`src/rtl/fact_pkg.sv`:
```
// Shared encodings for the factorial accelerator bus initiator.
package fact_pkg;

    typedef enum logic [1:0] {
        FB_IDLE   = 2'd0,
        FB_REQ    = 2'd1,
        FB_RUN    = 2'd2,
        FB_SETTLE = 2'd3
    } fb_state_e;

    localparam logic [1:0] FB_ADDR_N      = 2'd0;
    localparam logic [1:0] FB_ADDR_CTRL   = 2'd1;
    localparam logic [1:0] FB_ADDR_STATUS = 2'd2;
    localparam logic [1:0] FB_ADDR_RESULT = 2'd3;

    localparam int unsigned FB_ST_DONE    = 0;
    localparam int unsigned FB_ST_BUSY    = 1;
    localparam int unsigned FB_ST_ERROR   = 2;
    localparam int unsigned FB_ST_TIMEOUT = 3;
    localparam int unsigned FB_ST_W       = 4;

    // Sticky completion flags, cleared only by an accepted start.
    typedef struct packed {
        logic timeout;
        logic error;
        logic done;
    } fb_flags_t;

endpackage

```
`src/rtl/fb_timeout_ctr.sv`:
```
// Clearable up-counter; tc_c flags the cycle whose increment reaches all-ones.
module fb_timeout_ctr #(
    parameter int unsigned W = 8
) (
    input  logic clk,
    input  logic rst,
    input  logic clr,
    input  logic en,
    output logic tc_c
);

    localparam logic [W-1:0] TC_VAL = {{(W-1){1'b1}}, 1'b0};

    logic [W-1:0] count;

    always_ff @(posedge clk or posedge rst) begin
        if (rst) begin
            count <= '0;
        end else if (clr) begin
            count <= '0;
        end else if (en) begin
            count <= count + W'(1);
        end
    end

    assign tc_c = (count == TC_VAL);

endmodule

```
`src/rtl/fact_bus_if.sv`:
```
// Memory-mapped initiator: drives the factorial go/n handshake and latches result/status.
module fact_bus_if
    import fact_pkg::*;
#(
    parameter int unsigned DATA_W = 32,
    parameter int unsigned N_W    = 4,
    parameter int unsigned TO_W   = 8
) (
    input  logic              clk,
    input  logic              rst,
    input  logic              we,
    input  logic [1:0]        addr,
    input  logic [DATA_W-1:0] wd,
    output logic [DATA_W-1:0] rd,
    output logic [N_W-1:0]    fact_n,
    output logic              fact_go,
    input  logic              fact_done,
    input  logic              fact_error,
    input  logic [DATA_W-1:0] fact_result,
    output logic              irq
);

    fb_state_e         state, state_next;
    fb_flags_t         flags, flags_next;
    logic [DATA_W-1:0] result_reg, result_next;
    logic [N_W-1:0]    n_reg;
    logic              start_c;
    logic              ctr_clr, ctr_en, tc_c;
    logic              busy;

    assign start_c = we && (addr == FB_ADDR_CTRL) && wd[0];
    assign busy    = (state != FB_IDLE);

    fb_timeout_ctr #(.W(TO_W)) u_timeout (
        .clk  (clk),
        .rst  (rst),
        .clr  (ctr_clr),
        .en   (ctr_en),
        .tc_c (tc_c)
    );

    always_ff @(posedge clk or posedge rst) begin
        if (rst) begin
            state <= FB_IDLE;
        end else begin
            state <= state_next;
        end
    end

    // Next state, flag and result updates; completion has priority over timeout.
    always_comb begin
        state_next  = state;
        flags_next  = flags;
        result_next = result_reg;
        ctr_clr     = 1'b0;
        ctr_en      = 1'b0;
        case (state)
            FB_IDLE: begin
                if (start_c) begin
                    flags_next = '0;
                    ctr_clr    = 1'b1;
                    state_next = FB_REQ;
                end
            end
            FB_REQ: begin
                ctr_en = 1'b1;
                if (fact_done && fact_error) begin
                    flags_next.error = 1'b1;
                    state_next       = FB_IDLE;
                end else if (tc_c) begin
                    flags_next.timeout = 1'b1;
                    state_next         = FB_IDLE;
                end else if (!fact_done) begin
                    state_next = FB_RUN;
                end
            end
            FB_RUN: begin
                ctr_en = 1'b1;
                if (fact_done) begin
                    state_next = FB_SETTLE;
                end else if (tc_c) begin
                    flags_next.timeout = 1'b1;
                    state_next         = FB_IDLE;
                end
            end
            FB_SETTLE: begin
                result_next     = fact_result;
                flags_next.done = 1'b1;
                state_next      = FB_IDLE;
            end
            default: begin
                state_next = FB_IDLE;
            end
        endcase
    end

    always_ff @(posedge clk or posedge rst) begin
        if (rst) begin
            flags      <= '0;
            result_reg <= '0;
            n_reg      <= '0;
            fact_go    <= 1'b0;
            irq        <= 1'b0;
        end else begin
            flags      <= flags_next;
            result_reg <= result_next;
            fact_go    <= (state_next == FB_REQ) || (state_next == FB_RUN);
            irq        <= flags_next.done | flags_next.error | flags_next.timeout;
            if (we && (addr == FB_ADDR_N) && (state == FB_IDLE)) begin
                n_reg <= wd[N_W-1:0];
            end
        end
    end

    assign fact_n = n_reg;

    // CTRL is write-only with a self-clearing start bit, so it reads as zero.
    always_comb begin
        rd = '0;
        case (addr)
            FB_ADDR_N:      rd = DATA_W'(n_reg);
            FB_ADDR_STATUS: rd = DATA_W'({flags.timeout, flags.error, busy, flags.done});
            FB_ADDR_RESULT: rd = result_reg;
            default:        rd = '0;
        endcase
    end

endmodule

```
`config.mk`:
```
export PLATFORM = sky130hd
export DESIGN_NAME = fact_bus_if
export DESIGN_NICKNAME = d
export VERILOG_FILES = /design/src/rtl/fact_pkg.sv /design/src/rtl/fb_timeout_ctr.sv /design/src/rtl/fact_bus_if.sv
export SDC_FILE = /design/constraint.sdc
export NUM_CORES = 1
export LEC_CHECK = 0
export ABC_AREA = 0
export CAP_MARGIN = 20
export CORE_ASPECT_RATIO = 1.2
export CORE_UTILIZATION = 45
export DETAILED_ROUTE_END_ITERATION = 7
export PLACE_DENSITY = 0.91
export SYNTH_ARGS = -nofsm -noshare
export SYNTH_HDL_FRONTEND = slang
export SYNTH_SLANG_ARGS = --single-unit
```
`constraint.sdc`:
```
create_clock -name clk -period 4.1 [get_ports clk]
set_input_delay 0.82 -clock clk [delete_from_list [all_inputs] [get_ports clk]]
set_output_delay 0.82 -clock clk [all_outputs]
set_load 0.02 [all_outputs]
```
==> results of run 1 <==
## per-stage QoR
stage               power, mW  util (%)  worst slack [ns]  std cells  cell area, um2
finish                   2.16      64.6             0.436        349            3420
global route             2.30      64.6             0.368        349            3420
CTS                      2.17      64.2             0.449        348            3400
detailed placement       1.89      62.6             0.450        340            3320
global placement         1.83      62.6             0.447        340            3320
floorplan                1.54         -              1.69        206            2460
## cell families (layout without fill, tap and decap cells)
logic type               count (synthesis)  count (layout)
AND/OR/NAND/NOR                         61              61
flip-flops                              51              51
multiplexers                            39              39
XOR/XNOR                                 6               6
buffers and inverters                   20             101
AO/OA/AOI/OAI                           23              23
adder cells (fa/ha/maj)                  6               6
## layout make-up
class / instances / area, um2 / area share, %
Clock inverter: 3 / 15.0 / 0.439
Tap cell: 62 / 77.6 / 2.27
Timing Repair Buffer: 85 / 851 / 24.9
Sequential cell: 51 / 1280 / 37.3
Multi-Input combinational cell: 135 / 1100 / 32.2
Inverter: 8 / 30.0 / 0.878
Clock buffer: 5 / 68.8 / 2.01
## layer usage
metal  GRT usage (%)  vias to the layer above  wire length, um
li1                -                      895                -
met1            25.6                      933             2380
met2            34.7                       67             2770
met3            6.67                        9              382
met4            5.57                        0               80
met5               0                        -                0
## worst paths after layout
path	cells after the start	endpoint	slack, ns	startpoint
min in group asynchronous	2	result_reg[26]	0.82	rst
max in group asynchronous	3	result_reg[5]	2.77	rst
worst max-delay path	5	rd[0]	0.44	addr[0]
worst min-delay path	1	result_reg[6]	0.50	result_reg[6]
worst min register to register	1	result_reg[6]	0.50	result_reg[6]
worst max register to register	5	irq	2.05	state[1]
## layout by cell type (no fill, tap or decap), types with 2 or more instances in the layout
cell and n:
nor2_1 10, a21oi_1 4, a31oi_1 4, a22o_1 5
nand2_1 6, nand4_1 4, clkbuf_8 5, buf_4 4
dfrtp_1 51, clkinv_2 3, o21ai_0 4, xor2_1 5
ha_1 6, mux2_2 39, and3b_1 2, clkdlybuf4s50_1 80
or3_1 2, and3_1 29, inv_1 7, nor2_2 2
## critical path, stage by stage
cell	delay [ns]
clkdlybuf4s50_1	0.64
buf_4	0.29
nor2_1	0.27
a22o_1	0.21
clkdlybuf4s50_1	0.61
## report_power, final
group / leakage [nW] / internal [mW] / switching, mW
Sequential: 0.610 / 0.754 / 0.154
Clock: 0.0477 / 0.117 / 0.166
Combinational: 0.863 / 0.524 / 0.445
Total: 1.52 / 1.39 / 0.765
==> metrics.csv, run 1 <==
metric,value,unit
Clock Skews,0.00802,ns
RSZ-0062 raised after global routing,no,
Crit. End Element,primary output,
Fill cells,402,
Hold Buf Count CTS,0,
H-tree levels,2,
max reg flops,32,
post-synthesis adder-cell area fraction,3.05,%
Mean Syn Cell Area,12.0,um2
Leakage,1.52,nW
initial antenna violation count,0,
Slew Limit Fails,0,
Worst-path clk slew,0.09,ns
Die H,83.1,um
Die Width,69.5,um
Setup crit start kind,input pin,
sequential area share after synthesis,51.8,%
number of DRC markers in iteration 0,62,
CTS tree,yes,
post-DP HPWL,4030,um
synthesized net count,283,
Worst Tran Pin Value,0.652,ns
synthesized instance count,206,
"critical path fanouts, max",10,
grt total ovfl,0,
layout cell share with drive strength beyond 1,20.9,%
post-CTS resize count,0,
DRC viols,0,
post-synthesis xor/xnor area fraction,2.13,%
final hold vios,0,
drt first pass iters,4,
largest family of logic cells by synthesized area,multiplexers,
core box area,5300,um2
port bufs,80,
Final Cycle Share,89.4,%
Layout Nets,363,
status,finished clean,
crit path time final,3.66,ns
Synth area leader,dfrtp_1,
initial core utilization,46.5,%
first-pass GRT wire length,9560,um
worst hold path type,flip-flop to flip-flop,
synth unique cells,32,
cells taking the most area after synthesis,"dfrtp_1 52%, mux2_2 18%, and3_1 7.4%",
Synth Flop Type,dfrtp_1,
fraction of registers with async set or reset after synthesis,100,%
largest net degree at the start of global routing,52,
number of synthesized flops with an enable pin,0,
Worst Path Arrival,2.84,ns
Simple-Gate Fraction of Synth Area,14.6,%
post-synth top area share,51.8,%
routed vias/inst,5.46,
max_cap viols,0,
mux cell area share after synthesis,17.8,%
dominant cell by count in the synthesized netlist,dfrtp_1,
final wirelength,5610,um
routability cong.,0.788,
Max Clk Rate,273,MHz
worst skew pair latency,0.30,ns
Bufs on Longest Clock Path,2,
vias in the first global route,1999,
setup_tns,0,ns
hold slack,0.504,ns
"Cell Area, Synth",2460,um2
"top cells by count, synth","51 x dfrtp_1, 39 x mux2_2, 29 x and3_1, 10 x nor2_1, 8 x inv_1",
CTS buffer count,5,
wire per inst,16.1,um
Slew HR,56.5,%
ANT cells,0,
clock sinks,51,
floorplan row count,29,
Vias,1904,
Ports,109,
Final ANT Viol Nets,0,
Syn. warnings,0,
VDD IR-drop max,0.342,mV
kind of critical path,input pin to primary output,
Yosys reg bits,51,
Final setup viols,0,
CP required,3.28,ns
Post-CTS Setup Inserts,0,
GRT Util Overall,20.7,%
CTS root buf,clkbuf_8,
pwr/cell area,631,nW/um2
Area Overhead vs Synth,38.9,%
post-synthesis compound-gate area fraction,7.16,%
Die ar.,5780,um2
Power figures use the tool's default switching activity.
==> inputs of run 2 (changes only) <==
==> constraint.sdc (replaced) <==
create_clock -name clk -period 4.3 [get_ports clk]
set_input_delay 0.86 -clock clk [delete_from_list [all_inputs] [get_ports clk]]
set_output_delay 0.86 -clock clk [all_outputs]
set_load 0.02 [all_outputs]
==> run 2 against run 1 <==
  * Power down 5.0%
  * First-iteration DRC count up 52%
  * Non-clock buffer count down 1
  * Global-route usage down 0.40 points
  * Via count about the same
  * Critical path depth down 1
  * Combinational power down 4.7%
  * Final cell count down 0.29%
  * Highest routed layer unchanged
==> metrics.csv, run 2 (synthesis results as in run 1) <==
metric,value,unit,change
Worst Tran Pin Value,0.544,ns,-0.108 ns
first-pass GRT wire length,9360,um,-2.2%
Final setup viols,0,,unchanged
H-tree levels,2,,unchanged
Most Frequent Cell on Critical Path,clkdlybuf4s50_1,,
crit path time final,3.69,ns,
initial antenna violation count,0,,unchanged
status,finished clean,,
reg2reg end,u_timeout.count[5],,
max_cap viols,0,,unchanged
Crit. End Element,primary output,,
"most common cell after layout, fill and taps aside",clkdlybuf4s50_1,,
Post-Place Cells,339,,-0.29%
most frequent cells in the layout,"80 x clkdlybuf4s50_1, 51 x dfrtp_1, 39 x mux2_2",,
Hold Buf Count CTS,0,,unchanged
Die Width,69.5,um,unchanged
placed inst area,3310,um2,-0.23%
largest net degree at the start of global routing,52,,unchanged
GRT Util Overall,20.3,%,-0.40 points
metal3 WL,354,um,-7.3%
Ports,109,,unchanged
Leakage,1.51,nW,-0.74%
post-DP HPWL,3940,um,-2.2%
Die ar.,5780,um2,unchanged
core box area,5300,um2,unchanged
Layout Nets,362,,-0.28%
Final ANT Viol Nets,0,,unchanged
routability cong.,0.792,,+0.56%
post-layout util,64.5,%,-0.12 points
Vias,1903,,-0.053%
CTS buffer count,5,,unchanged
number of DRC markers in iteration 0,94,,+52%
port bufs,80,,unchanged
final wirelength,5650,um,+0.62%
CP peak stage delay,0.66,ns,+0.02 ns
DRC viols,0,,unchanged
CTS tree,yes,,
Routed met2 length,2920,um,+5.5%
final hold vios,0,,unchanged
max reg flops,32,,unchanged
clock sinks,51,,unchanged
Worst Path Arrival,2.83,ns,about the same
"critical path fanouts, max",11,,+1
"Cell Chain, Critical Path",clkdlybuf4s50_1 -> nor2_1 -> a22o_1 -> clkdlybuf4s50_1,,
initial core utilization,46.5,%,unchanged
VDD IR-drop max,0.368,mV,+7.7%
Top Layer Used,met4,,
Worst Hold Path Cells,1,,unchanged
Crit-path slowest cell,clkdlybuf4s50_1,,
Max Clk Rate,271,MHz,
Final Cycle Share,85.7,%,
RSZ-0062 raised after global routing,no,,
Worst-path clk slew,0.09,ns,about the same
vias in the first global route,2001,,+0.10%
setup_tns,0,ns,unchanged
Critical R2R Launch,state[1],,
Post-CTS Setup Inserts,0,,unchanged
post-route insts no fill,348,,-0.29%
Reg2Reg Setup Slack,2.43,ns,+0.38 ns
Die H,83.1,um,unchanged
grt total ovfl,0,,unchanged
Min-Delay Startpoint,result_reg[23],,
kind of critical path,input pin to primary output,,
worst hold path type,flip-flop to flip-flop,,
Worst Reg-to-Reg Cells,5,,unchanged
Worst Hold Path EP,result_reg[23],,
post-CTS resize count,0,,unchanged
drt first pass iters,4,,unchanged
ANT cells,0,,unchanged
Slew Limit Fails,0,,unchanged
Area Overhead vs Synth,38.6,%,
final instance area,3420,um2,-0.18%
Clock Skews,0.00677,ns,-0.00125 ns
pwr/cell area,601,nW/um2,-4.8%
routed vias/inst,5.47,,+0.23%
Setup crit start kind,input pin,,
worst skew pair latency,0.30,ns,about the same
Slew HR,63.6,%,+7.1 points
CTS root buf,clkbuf_8,,
hold slack,0.503,ns,-0.000601 ns
wire per inst,16.2,um,+0.91%
routed length on met1,2320,um,-2.4%
CP required,3.44,ns,+0.16 ns
layout cell share with drive strength beyond 1,20.3,%,-0.63 points
floorplan row count,29,,unchanged
Bufs on Longest Clock Path,2,,unchanged
==> run 2: changes by cell type in the layout (fill, tap and decap cells not counted), sizes merged <==
cell,delta
clkinv,-2
clkinvlp,+1
clkbuf,+1
buf,-1
==> run 2: metrics by stage <==
step | power [mW] | setup slack [ns]
3_3_place_gp | 1.74 | 0.659
4_1_cts | 2.07 | 0.634
6_report | 2.05 | 0.614
3_5_place_dp | 1.80 | 0.645
5_1_grt | 2.19 | 0.527
2_1_floorplan | 1.46 | 1.81
==> run 2: power by group <==
group / internal [mW] / total (mW) / switching, mW
sequential: 0.719 / 0.865 / 0.147
clock: 0.114 / 0.264 / 0.150
combinational: 0.499 / 0.923 / 0.424
==> run 2: worst max-delay path by stage <==
stage                 end     from  slack [ns]  cells after the start
detailed placement  rd[3]  addr[0]        0.65                      4
global placement    rd[3]  addr[0]        0.66                      4
floorplan           rd[3]  addr[0]        1.81                      3
CTS                 rd[6]  addr[0]        0.63                      4
finish              rd[0]  addr[0]        0.61                      4
global route        rd[0]  addr[0]        0.53                      4
==> run 2: layout make-up <==
class	instances	area (um2)
clock buffers	6	72.6
flip-flops and latches	51	1280
clock inverters	2	12.5
repair buffers	84	843
inverters	8	30.0
multi-input cells	135	1100
fillers	434	1880
well taps	62	77.6
==> run 2: worst max-delay path: cells and delay by family <==
| family | cells | cell delay (ns) |
|---|---|---|
| AO/OA/AOI/OAI | 1 | 0.24 |
| buffers and inverters | 2 | 1.27 |
| AND/OR/NAND/NOR | 1 | 0.45 |
==> run 2: routing by layer <==
metal,vias up,global-route usage [%]
li1,893,-
met1,948,24.8
met2,57,35.4
met3,5,6.07
met4,0,3.90
met5,-,0
